$ cat config.mk
export PLATFORM = sky130hd
export DESIGN_NAME = alu_rr_arbiter
export DESIGN_NICKNAME = d
export VERILOG_FILES = /design/src/rtl/alu_rr_arbiter.sv
export SDC_FILE = /design/constraint.sdc
export NUM_CORES = 1
export LEC_CHECK = 0
export ABC_AREA = 1
export BUFFER_PORTS_ARGS = -buffer_cell sky130_fd_sc_hd__buf_2
export CAP_MARGIN = 20
export CORE_AREA = 2 2 318 320
export CTS_BUF_LIST = sky130_fd_sc_hd__clkbuf_16
export DETAILED_ROUTE_END_ITERATION = 16
export DIE_AREA = 0 0 320 322
export GPL_TIMING_DRIVEN = 0
export PLACE_DENSITY = 0.31
export SYNTH_ARGS = -nofsm -noshare
export SYNTH_HDL_FRONTEND = slang
export SYNTH_SLANG_ARGS = --single-unit
$ cat constraint.sdc
create_clock -name clk -period 3.7 [get_ports clk]
set_clock_uncertainty 0.05 [all_clocks]
set_input_delay 0.185 -clock clk [delete_from_list [all_inputs] [get_ports clk]]
set_output_delay 0.185 -clock clk [all_outputs]
set_load 0.02 [all_outputs]
$ cat src/rtl/alu_rr_arbiter.sv
// Shares one 64-bit ALU among NREQ requesters: round-robin issue with grant lock, and an
// in-order tag FIFO that routes each result back to its issuer. Define ALU_ARB_STATS_EN for counters.
module alu_rr_arbiter #(
  parameter int NREQ  = 4,
  parameter int OUTST = 2
) (
  input  logic               clk,
  input  logic               rstn,
  input  logic [NREQ-1:0]    req_valid_i,
  output logic [NREQ-1:0]    req_ready_o,
  input  logic [NREQ*64-1:0] req_in1_i,
  input  logic [NREQ*64-1:0] req_in2_i,
  input  logic [NREQ*3-1:0]  req_op_i,
  output logic [NREQ-1:0]    rsp_valid_o,
  input  logic [NREQ-1:0]    rsp_ready_i,
  output logic [63:0]        rsp_res_o,
  output logic [63:0]        alu_in1_o,
  output logic [63:0]        alu_in2_o,
  output logic [2:0]         alu_op_o,
  output logic               alu_in_valid_o,
  input  logic               alu_in_ready_i,
  input  logic [63:0]        alu_res_i,
  input  logic               alu_out_valid_i,
  output logic               alu_out_ready_o
`ifdef ALU_ARB_STATS_EN
  ,
  output logic [NREQ*32-1:0] stat_grants_o,
  output logic [31:0]        stat_stall_o
`endif
);

  localparam int IDW = (NREQ > 1) ? $clog2(NREQ) : 1;
  localparam int PW  = (OUTST > 1) ? $clog2(OUTST) : 1;
  localparam int CW  = $clog2(OUTST + 1);

  typedef enum logic [0:0] {
    ST_ARB  = 1'b0,
    ST_LOCK = 1'b1
  } state_e;

  state_e         state_q, state_d;
  logic [IDW-1:0] rr_ptr_q, rr_ptr_d;
  logic [IDW-1:0] lock_id_q, lock_id_d;
  logic [IDW-1:0] tag_q [OUTST];
  logic [PW-1:0]  wr_ptr_q, wr_ptr_d;
  logic [PW-1:0]  rd_ptr_q, rd_ptr_d;
  logic [CW-1:0]  count_q, count_d;

  logic           win_found_s;
  logic [IDW-1:0] win_id_s;
  logic [IDW-1:0] sel_id_s;
  logic           issue_s;
  logic           accept_s;
  logic           full_s;
  logic           has_data_s;
  logic           pop_s;
  logic [IDW-1:0] head_s;

  function automatic logic [PW-1:0] ptr_inc(input logic [PW-1:0] ptr);
    return (ptr == PW'(OUTST - 1)) ? '0 : ptr + PW'(1);
  endfunction

  // Round-robin search: first valid requester at or after rr_ptr_q, wrapping.
  always_comb begin
    logic [IDW-1:0] cand;
    logic           hit;
    cand        = '0;
    hit         = 1'b0;
    win_found_s = 1'b0;
    win_id_s    = '0;
    for (int i = 0; i < NREQ; i++) begin
      cand        = IDW'((int'(rr_ptr_q) + i) % NREQ);
      hit         = req_valid_i[cand] & ~win_found_s;
      win_id_s    = hit ? cand : win_id_s;
      win_found_s = win_found_s | hit;
    end
  end

  assign full_s   = (count_q == CW'(OUTST));
  assign sel_id_s = (state_q == ST_LOCK) ? lock_id_q : win_id_s;

  // Operand mux from the selected requester.
  always_comb begin
    alu_in1_o = '0;
    alu_in2_o = '0;
    alu_op_o  = '0;
    for (int k = 0; k < NREQ; k++) begin
      alu_in1_o = alu_in1_o | ({64{sel_id_s == IDW'(k)}} & req_in1_i[k*64 +: 64]);
      alu_in2_o = alu_in2_o | ({64{sel_id_s == IDW'(k)}} & req_in2_i[k*64 +: 64]);
      alu_op_o  = alu_op_o  | ({3{sel_id_s == IDW'(k)}}  & req_op_i[k*3 +: 3]);
    end
  end

  // Issue FSM: next state, lock capture and round-robin pointer update.
  always_comb begin
    state_d   = state_q;
    lock_id_d = lock_id_q;
    rr_ptr_d  = rr_ptr_q;
    issue_s   = 1'b0;
    accept_s  = 1'b0;
    case (state_q)
      ST_ARB:  issue_s = win_found_s & ~full_s;
      ST_LOCK: issue_s = req_valid_i[lock_id_q] & ~full_s;
      default: issue_s = 1'b0;
    endcase
    issue_s  = issue_s & rstn;
    accept_s = issue_s & alu_in_ready_i;
    case (state_q)
      ST_ARB: begin
        if (issue_s && !alu_in_ready_i) begin
          state_d   = ST_LOCK;
          lock_id_d = win_id_s;
        end else begin
          state_d   = ST_ARB;
        end
      end
      ST_LOCK: begin
        // A withdrawn request also releases the lock so the port cannot deadlock.
        if (accept_s || !req_valid_i[lock_id_q]) begin
          state_d = ST_ARB;
        end else begin
          state_d = ST_LOCK;
        end
      end
      default: state_d = ST_ARB;
    endcase
    if (accept_s) begin
      rr_ptr_d = (sel_id_s == IDW'(NREQ - 1)) ? '0 : sel_id_s + IDW'(1);
    end else begin
      rr_ptr_d = rr_ptr_q;
    end
  end

  assign alu_in_valid_o = issue_s;

  // Return path: the FIFO head owns the result bus; an empty FIFO ignores stray results.
  assign has_data_s      = (count_q != '0);
  assign head_s          = tag_q[rd_ptr_q];
  assign alu_out_ready_o = rstn & has_data_s & rsp_ready_i[head_s];
  assign pop_s           = alu_out_valid_i & alu_out_ready_o;
  assign rsp_res_o       = alu_res_i;

  for (genvar k = 0; k < NREQ; k++) begin : g_port
    assign req_ready_o[k] = accept_s & (sel_id_s == IDW'(k));
    assign rsp_valid_o[k] = rstn & alu_out_valid_i & has_data_s & (head_s == IDW'(k));
  end

  // Tag FIFO pointer and occupancy update.
  always_comb begin
    wr_ptr_d = accept_s ? ptr_inc(wr_ptr_q) : wr_ptr_q;
    rd_ptr_d = pop_s ? ptr_inc(rd_ptr_q) : rd_ptr_q;
    count_d  = count_q;
    case ({accept_s, pop_s})
      2'b10:   count_d = count_q + CW'(1);
      2'b01:   count_d = count_q - CW'(1);
      default: count_d = count_q;
    endcase
  end

  // State registers, synchronous active-low reset.
  always_ff @(posedge clk) begin
    if (!rstn) begin
      state_q   <= ST_ARB;
      rr_ptr_q  <= '0;
      lock_id_q <= '0;
      wr_ptr_q  <= '0;
      rd_ptr_q  <= '0;
      count_q   <= '0;
      for (int i = 0; i < OUTST; i++) begin
        tag_q[i] <= '0;
      end
    end else begin
      state_q   <= state_d;
      rr_ptr_q  <= rr_ptr_d;
      lock_id_q <= lock_id_d;
      wr_ptr_q  <= wr_ptr_d;
      rd_ptr_q  <= rd_ptr_d;
      count_q   <= count_d;
      if (accept_s) begin
        tag_q[wr_ptr_q] <= sel_id_s;
      end
    end
  end

`ifdef ALU_ARB_STATS_EN
  logic [31:0] grant_cnt_q [NREQ];
  logic [31:0] stall_cnt_q;

  // Saturating per-requester grant counters and ALU stall counter.
  always_ff @(posedge clk) begin
    if (!rstn) begin
      for (int k = 0; k < NREQ; k++) begin
        grant_cnt_q[k] <= 32'd0;
      end
      stall_cnt_q <= 32'd0;
    end else begin
      for (int k = 0; k < NREQ; k++) begin
        if (accept_s && (sel_id_s == IDW'(k)) && (grant_cnt_q[k] != 32'hFFFF_FFFF)) begin
          grant_cnt_q[k] <= grant_cnt_q[k] + 32'd1;
        end
      end
      if (alu_in_valid_o && !alu_in_ready_i && (stall_cnt_q != 32'hFFFF_FFFF)) begin
        stall_cnt_q <= stall_cnt_q + 32'd1;
      end
    end
  end

  for (genvar k = 0; k < NREQ; k++) begin : g_stat
    assign stat_grants_o[k*32 +: 32] = grant_cnt_q[k];
  end
  assign stat_stall_o = stall_cnt_q;
`endif

endmodule

==> results of run 1 <==
==> timing repair <==
item / CTS / global route
hold buffers: 0 / 0
setup endpoints to repair: 134 / 27
resized for setup: 57 / 5
setup buffers: 4 / 8
pin swaps: 2 / 3
==> worst paths after layout <==
path / from / end / slack, ps / depth (start not counted)
max: rr_ptr_q[0] / alu_in2_o[2] / 260 / 16
min: alu_in_ready_i / state_q / 310 / 6
max reg2reg: rr_ptr_q[0] / rr_ptr_q[0] / 1140 / 15
min reg2reg: wr_ptr_q / wr_ptr_q / 420 / 2
==> through the flow <==
stage	util (%)	setup TNS [ps]
6_report	11.51	0
5_1_grt	11.49	0
4_1_cts	11.40	-25.05
3_5_place_dp	11.12	-155250
3_3_place_gp	11.06	-207590
2_1_floorplan	-	0
==> synthesized netlist by cell type, drive strengths merged, types with 2 or more instances <==
| cell type | instances | area share [%] |
|---|---|---|
| a21oi | 9 | 0.79 |
| a22o | 131 | 20 |
| and2 | 2 | 0.22 |
| buf | 122 | 15 |
| clkbuf | 31 | 2.0 |
| dfxtp | 10 | 3.5 |
| edfxtp | 4 | 2.1 |
| ha | 3 | 0.66 |
| inv | 160 | 11 |
| nand2 | 68 | 5.0 |
| nand3 | 405 | 36 |
| nand4 | 4 | 0.44 |
| nor2 | 23 | 1.6 |
| nor3 | 3 | 0.26 |
| o21ai | 10 | 0.88 |
==> routing by layer <==
layer / vias up / track usage (%) / part of all wire, %
met5: - / 0 / 0.25
met4: 28 / 2.660 / 2.7
met3: 132 / 4.546 / 8.8
met2: 598 / 25.57 / 49
met1: 4911 / 16.12 / 39
li1: 4905 / - / -
==> where the power goes <==
part           switching (uW)  total [uW]  internal (uW)  leakage, uW
sequential               12.8         188            175     0.000124
clock                    61.8         205            143    0.0000387
combinational            4900        7190           2290      0.00581
==> worst max-delay path, stage by stage, from the launching register on <==
cell and delay [ps]:
dfxtp_1 340, buf_4 180, nand2_1 110, nand3_2 110, nand2_2 70, nor2_4 140, nand3_2 90, nand4_1 200
nand2_8 120, ha_4 210, clkbuf_4 200, buf_8 160, clkbuf_8 190, a22o_2 300, inv_1 140, nand3_1 170
buf_2 210
==> sequential cells by signal (all words and copies together), names as in the netlist, named ones only <==
signal and cells:
tag_q 4, count_q 2, lock_id_q 2, rr_ptr_q 2, rd_ptr_q 1, state_q 1, wr_ptr_q 1
==> layout make-up <==
class,count,share of cell area [%]
Multi-Input combinational cell,661,33.84
Timing Repair Buffer,755,33.72
Tap cell,1298,14.18
Buffer,146,9.130
Inverter,160,5.242
Sequential cell,14,2.807
Clock buffer,3,0.6552
Antenna cell,18,0.3931
Clock inverter,1,0.03276
==> cell families after synthesis <==
logic type               Yosys count  share of synthesized area (%)
adder cells (fa/ha/maj)            3                         0.6596
flip-flops                        14                          5.628
AND/OR/NAND/NOR                  505                          43.64
AO/OA/AOI/OAI                    153                          22.25
buffers and inverters            313                          27.83
==> results.md, run 1 <==
* Status: finished, final reports clean
* DRC Markers at 0
* Final setup fails at 0
* Initial Utilization at 5.717%
* TritonCTS clock tree: done
* GR Overflow Total at 0
* HP Class: input pin to register
* Max-Cap Viols at 0
* Multi-input logic area at 3877 sq um
* Final std cells w/o fill at 3056
* Port bufs at 739
* Main flop type after synthesis: dfxtp_1
* Yosys reg bits at 14
* Register area at 321.6 sq um
* Die X at 320 microns
* First-pass GRT wire length at 97.04 mm
* Proportion of layout cells with a drive suffix above 1 at 53.28%
* Pleak at 0.005977 uW
* Post-DP Area at 11070 sq um
* Hold Vio Cnt, Final at 0
* Hold_ws at 314.3 ps
* Die area at 103000 sq um
* DP HPWL at 69.26 mm
* Critical path endpoint category: primary output
* CTS Root Cell: clkbuf_16
* Total power at 7586 uW
* Placed cell count at 3029
* Tcrit/Tclk final at 93.09%
* # H-tree levels at 1
* Die Y at 322 microns
* Layout area overhead at 101.3%
* Core region area at 99570 sq um
* Setup CP Type: register to primary output
* Max VDD drop at 212.9 uV
* Worst slew margin at 59.49%
* DRT iter0 DRCs at 454
* Yosys cell types at 26
* Clock Sinks at 14
* Clk Latency, worst-skew pair at 240 ps
* Slack of the critical path at 255.5 ps
* IO Pins at 805
* Fmax at 290.3 MHz
* Arr. time, crit path at 3210 ps
* Minimum clock period at 3445 ps
* Clk slew on worst S/H paths at 50 ps
* PwrDens at 662.1 nW/um^2
* Synth warn at 0
* Routed WL at 77.40 mm
* Ys async rst share at 0%
* Worst Path Required at 3460 ps
* Least-Margin Pin Slew at 607.6 ps
* Drt pass-1 iters at 4
* Cell Area, Synth at 5692 sq um
* Initial antenna violation count at 78
* Design area at 11460 sq um
* DR WL/cell at 25.33 microns
* Vias in the first global route at 10470
* Pre-CTS setup slack at -1917 ps
* Synth Net Count at 1591
* Sequential share of the synthesized area at 5.628%
* Number of max-slew violations in the final report at 0
* Critical Path Fanout Max at 11
* Avg Inst Size Synth at 5.761 sq um
* RSZ-0062 raised after global routing: false
* Critical Path Source Type: register
* Clock buffer depth at 2
* Nets at 2344
* FILL cells at 11910
* Cells after synthesis at 988
* Commonest cells after routing, fill and taps aside: buf_2, nand3_1, inv_1
* Number of flops mapped to enable cells by yosys at 4
* Largest net degree at the start of global routing at 20
* Vias at 10570
* Row cnt at 116
* Total GRT Usage at 14.10%
* Routability congestion estimate at 0.8139
* CTS Buf Count at 3
* Vias per cell at 3.460
* Post-route antenna net violation count at 0
* Leading cell type in the layout, fill and taps excluded: buf_2
Power figures use the tool's default switching activity.
==> inputs of run 2 (changes only) <==
Settings changed: GPL_TIMING_DRIVEN 0 to 1, RECOVER_POWER from default to 25.
==> run 2 against run 1 <==
Maximum frequency grew 2.4%; non-clock buffer count decreased by 192; largest cell class is now multi-input gates; sequential cell count unchanged; critical endpoint is now alu_in2_o[39]; clock-buffer cell count unchanged.
==> results.md, run 2 (synthesized netlist as in run 1, its figures left out) <==
* Pleak at 0.005188 uW (-13%)
* Worst Path Required at 3460 ps (about the same)
* Routability congestion estimate at 0.7656 (-5.9%)
* Critical Path Source Type: register
* Clock buffer depth at 2 (unchanged)
* # H-tree levels at 1 (unchanged)
* FILL cells at 11970 (+0.50%)
* DP HPWL at 58.78 mm (-15%)
* Clk slew on worst S/H paths at 50 ps (about the same)
* HP Class: input pin to register
* Critical Path Fanout Max at 19 (+8)
* RSZ-0062 raised after global routing: false
* Vias at 9740 (-7.9%)
* Post-route setup TNS at 0 ps (unchanged)
* Die area at 103000 sq um (unchanged)
* Number of max-slew violations in the final report at 0 (unchanged)
* Post-route antenna net violation count at 0 (unchanged)
* DR WL/cell at 23.65 microns (-6.6%)
* TritonCTS clock tree: done
* Clock Sinks at 14 (unchanged)
* Vias in the first global route at 9788 (-6.5%)
* GRT busiest layer: met2
* Hold Vio Cnt, Final at 0 (unchanged)
* Commonest cells after routing, fill and taps aside: buf_2, nand3_1, inv_1
* Least-Margin Pin Slew at 587.5 ps (-20.11 ps)
* Layout area overhead at 81.78%
* DRC Markers at 0 (unchanged)
* Die X at 320 microns (unchanged)
* Proportion of layout cells with a drive suffix above 1 at 47.48% (-5.8 points)
* Nets at 2152 (-8.2%)
* CTS Buf Count at 3 (unchanged)
* Total GRT Usage at 12.30% (-1.8 points)
* Fmax at 297.2 MHz (+2.4%)
* Max-Cap Viols at 0 (unchanged)
* PwrDens at 657.1 nW/um^2 (-0.75%)
* Global routing usage on met3 at 4.810% (+0.26 points)
* Max VDD drop at 247.6 uV (+16%)
* GR met1 Demand/Resource at 13.88% (-2.2 points)
* Routed WL at 67.46 mm (-13%)
* DRT iter0 DRCs at 378 (-17%)
* Die Y at 322 microns (unchanged)
* Vias per cell at 3.415 (-1.3%)
* Tcrit/Tclk final at 90.95% (-2.1 points)
* Met2 Usage GRT at 21.97% (-3.6 points)
* Status: finished, final reports clean
* Max FFs per register at 4 (unchanged)
* Port bufs at 676 (-8.5%)
* Setup CP Type: register to primary output
* Placed cell count at 2838 (-6.3%)
* GR Overflow Total at 0 (unchanged)
* Worst slew margin at 60.83% (+1.3 points)
* Initial Utilization at 5.717% (unchanged)
* Core region area at 99570 sq um (unchanged)
* Minimum clock period at 3365 ps (-79.24 ps)
* Arr. time, crit path at 3130 ps (-80 ps)
* Initial antenna violation count at 59 (-24%)
* Row cnt at 116 (unchanged)
* CTS Root Cell: clkbuf_16
* Final setup fails at 0 (unchanged)
* Clk Latency, worst-skew pair at 250 ps (about the same)
* Critical path endpoint category: primary output
* Leading cell type in the layout, fill and taps excluded: buf_2
* Total power at 6798 uW (-10%)
* Drt pass-1 iters at 4 (unchanged)
* IO Pins at 805 (unchanged)
* Top reg by flops: tag_q
* First-pass GRT wire length at 86.10 mm (-11%)
* Largest net degree at the start of global routing at 95 (+380%)
* Final std cells w/o fill at 2852 (-6.7%)
[run 2: cell count changes in the layout (fill, tap and decap cells not counted), moves of 3 or more]
cell,before,now
buf_6,7,0
clkbuf_1,6,0
buf_12,1,15
diode_2,18,6
a22o_2,5,0
clkbuf_2,10,0
buf_2,764,674
a22o_1,125,131
clkbuf_8,3,0
buf_8,4,0
clkbuf_4,8,0
buf_4,97,19
[run 2: critical path, stage by stage (launching register included)]
cell     delay, ps
dfxtp_2        440
inv_2          120
nand2_1        130
nand3_2        100
nand2_2        100
inv_1           60
nand3_1        110
nand4_1        250
nand2_8        160
ha_4           360
buf_12         220
buf_12         190
a22o_1         260
inv_1           90
nand3_1         90
buf_2          170
[run 2: path summary, 6_finish.rpt]
path,cells after the start,slack (ps),endpoint,start
worst max-delay path,15,330,alu_in2_o[39],rr_ptr_q[0]
worst min-delay path,3,230,lock_id_q[1],rstn
worst min register to register,2,430,wr_ptr_q,wr_ptr_q
worst max register to register,13,1270,rr_ptr_q[0],rr_ptr_q[0]
[run 2: layout make-up]
cell class              count  area, sq um  share of cell area [%]
well taps                1298         1624                   15.70
repair buffers            709         3844                   37.15
diodes                      6        15.01                  0.1451
clock inverters             1        3.754                 0.03628
flip-flops and latches     14        321.6                   3.108
clock buffers               3        75.07                  0.7256
inverters                 160        600.6                   5.805
multi-input cells         661         3862                   37.33
[run 2: where the power goes]
group	internal, uW	total, uW	leakage [uW]	switching, uW
Combinational	2100	6400	0.00502	4300
Sequential	175	191	0.000124	15.2
Clock	143	207	0.0000423	63.7
Total	2420	6800	0.00519	4380
[run 2: through the flow]
step | area (sq um) | hold WS [ps] | setup WS [ps] | util, %
floorplan | 5692 | 396.3 | 851.9 | -
global placement | 10180 | 320.1 | 210.5 | 10.22
detailed placement | 10180 | 320.1 | 221.5 | 10.22
CTS | 10280 | 244.6 | 50.54 | 10.33
global route | 10340 | 268.4 | 93.60 | 10.38
finish | 10350 | 234.0 | 334.7 | 10.39
[run 2: per-layer routing]
metal  up-vias  share of wire, %
met3        98                10
li1       4492                 -
met2       606                49
met1      4516                38
met5         -              0.26
met4        28               2.2
[run 2: what timing repair did]
| action | in CTS | in global routing |
|---|---|---|
| buffers inserted | 1 | 3 |
| gates resized for setup | 0 | 1 |
| hold buffers | 0 | 0 |
| setup endpoints to repair | 1 | 25 |
| hold endpoints to repair | 0 | 0 |
| pin swaps | 1 | 1 |
==> inputs of run 3 (changes only) <==
Settings changed: CTS_BUF_LIST sky130_fd_sc_hd__clkbuf_16 to sky130_fd_sc_hd__clkbuf_2.
==> run 3 against run 2 <==
Final cell count increased by 0.21%; global-route usage hardly changed; maximum frequency rose by 2.8%; clock power shrank 60%; sequential power hardly changed; highest routed layer unchanged; sequential cell count is the same.
==> results.md, run 3 (synthesized netlist as in run 1, its figures left out) <==
* FF-to-FF path depth at 14 (+1)
* First-pass GRT wire length at 87.03 mm (+1.1%)
* DR WL/cell at 23.66 microns (about the same)
* Die Y at 322 microns (unchanged)
* Clk Latency, worst-skew pair at 280 ps (+30 ps)
* CP bufs+invs at 5 (-1)
* Hold Vio Cnt, Final at 0 (unchanged)
* Vias in the first global route at 9880 (+0.94%)
* Die X at 320 microns (unchanged)
* Max-Cap Viols at 0 (unchanged)
* Total GRT Usage at 12.32% (+0.017 points)
* Critical Path Source Type: register
* TritonCTS clock tree: done
* FILL cells at 11970 (+0.033%)
* RSZ-0062 raised after global routing: false
* Fmax at 305.3 MHz (+2.8%)
* GR Overflow Total at 0 (unchanged)
* Post-route antenna net violation count at 0 (unchanged)
* Crit path capture: alu_in1_o[34]
* Routed WL at 67.62 mm (+0.24%)
* DRC Markers at 0 (unchanged)
* Vias per cell at 3.436 (+0.60%)
* DRT iter0 DRCs at 367 (-2.9%)
* Initial antenna violation count at 58 (-1.7%)
* Critical path launch point: rr_ptr_q[0]
* Proportion of layout cells with a drive suffix above 1 at 47.71% (+0.23 points)
* Crit path max-delay family: simple AND/OR/NAND/NOR gates
* Worst Path Required at 3460 ps (about the same)
* Core region area at 99570 sq um (unchanged)
* Arr. time, crit path at 3040 ps (-90 ps)
* Hold-fix buffer count after cts at 0 (unchanged)
* Critical path's most frequent cell: nand2_1
* CTS Root Cell: clkbuf_2
* CP peak stage delay at 480 ps (+40 ps)
* Register area at 321.6 sq um (unchanged)
* Clock buffer depth at 2 (unchanged)
* Setup CP Type: register to primary output
* Tcrit/Tclk final at 88.52% (-2.4 points)
* Critical R2R Capture: count_q[1]
* Final Core Density at 10.39% (about the same)
* Critical path endpoint category: primary output
* HP Start: rstn
* Max VDD drop at 248.1 uV (+0.21%)
* Top reg by flops: tag_q
* Final setup fails at 0 (unchanged)
* Commonest cells after routing, fill and taps aside: buf_2, nand3_1, inv_1
* Port bufs at 676 (unchanged)
* DP HPWL at 58.78 mm (unchanged)
* Worst-path cell chain: inv_2, nand2_1, nand2_2, nand2_1, nand2_1, nand2_1, nand2_1, nand2_1, nand3_2, nand2_2, nand2_8, ha_4, buf_12, buf_4, a22o_1, inv_1, nand3_1, buf_2
* HP Class: input pin to register
* CTS Buf Count at 3 (unchanged)
* PwrDens at 650.6 nW/um^2 (-0.99%)
* Row cnt at 116 (unchanged)
* # H-tree levels at 1 (unchanged)
* Clock Sinks at 14 (unchanged)
* Drt pass-1 iters at 4 (unchanged)
* Number of max-slew violations in the final report at 0 (unchanged)
* Clk slew on worst S/H paths at 150 ps (+100 ps)
* IO Pins at 805 (unchanged)
* Vias at 9819 (+0.81%)
* Routability congestion estimate at 0.7656 (unchanged)
* Least-Margin Pin Slew at 602.6 ps (+15.08 ps)
* Leading cell type in the layout, fill and taps excluded: buf_2
* Layout area overhead at 81.67% (about the same)
* Die area at 103000 sq um (unchanged)
* Crit path depth at 18 (+3)
* Nets at 2157 (+0.23%)
* RR Startpoint: rr_ptr_q[0]
* Worst slew margin at 59.83% (-1.0 points)
* Pleak at 0.005191 uW (about the same)
* R2R setup slack at 1370 ps (+100 ps)
* Max FFs per register at 4 (unchanged)
* Critical Path Fanout Max at 11 (-8)
* Minimum clock period at 3275 ps (-90.21 ps)
* Multi-input logic area at 3862 sq um (unchanged)
* Status: finished, final reports clean
* Slowest stage cell, crit path: dfxtp_2
* Largest net degree at the start of global routing at 95 (unchanged)
* Initial Utilization at 5.717% (unchanged)
* Post-route setup TNS at 0 ps (unchanged)
## run 3: cell type report
cell class	count	area share, %
timing repair buffer	714	37.66
multi-input combinational	661	37.35
tap	1298	15.71
inverter	160	5.808
sequential	14	3.110
clock buffer	4	0.1936
antenna	7	0.1694
## run 3: metrics by stage
step	cells	setup WS, ps	power (uW)	hold WS [ps]	cell area, sq um
after global placement	2838	210.5	6738	320.1	10180
after detailed placement	2838	221.5	6714	320.1	10180
after floorplan	988	851.9	3956	396.3	5692
after global routing	2856	160.5	7288	175.4	10330
after CTS	2848	147.1	6924	172.9	10290
final	2858	424.9	6727	187.8	10340
## run 3: how the worst min path moves through the flow
stage | slack [ps] | endpoint | cells past startpoint
floorplan | 400 | wr_ptr_q | 2
global placement | 320 | rsp_res_o[0] | 0
detailed placement | 320 | rsp_res_o[0] | 0
CTS | 170 | count_q[0] | 3
global route | 180 | count_q[1] | 3
finish | 190 | lock_id_q[1] | 3
## run 3: worst min-delay path, delay by kind of cell
family / cells / cell delay, ps
buf+inv: 1 / 170
compound gates: 1 / 90
simple gates: 1 / 40
## run 3: power by group
part / internal (uW) / leakage (uW) / total (uW) / switching [uW]
registers: 175 / 0.000124 / 190 / 15.3
logic: 2130 / 0.00505 / 6450 / 4320
clock network: 28.7 / 0.0000167 / 82.2 / 53.5
total: 2330 / 0.00519 / 6730 / 4390
## run 3: repair_timing
action / in CTS / in global routing
endpoints found under the setup margin: 10 / 1
pin swaps: 2 / 1
resized for setup: 1 / 0
hold endpoints to repair: 0 / 0
setup buffers: 6 / 3
## run 3: layer usage
layer / vias up / track usage [%] / wire length, microns
met4: 30 / 1.617 / 1193
met5: - / 0 / 188
li1: 4505 / - / -
met3: 94 / 4.980 / 6881
met1: 4595 / 13.80 / 26040
met2: 595 / 22.27 / 33310
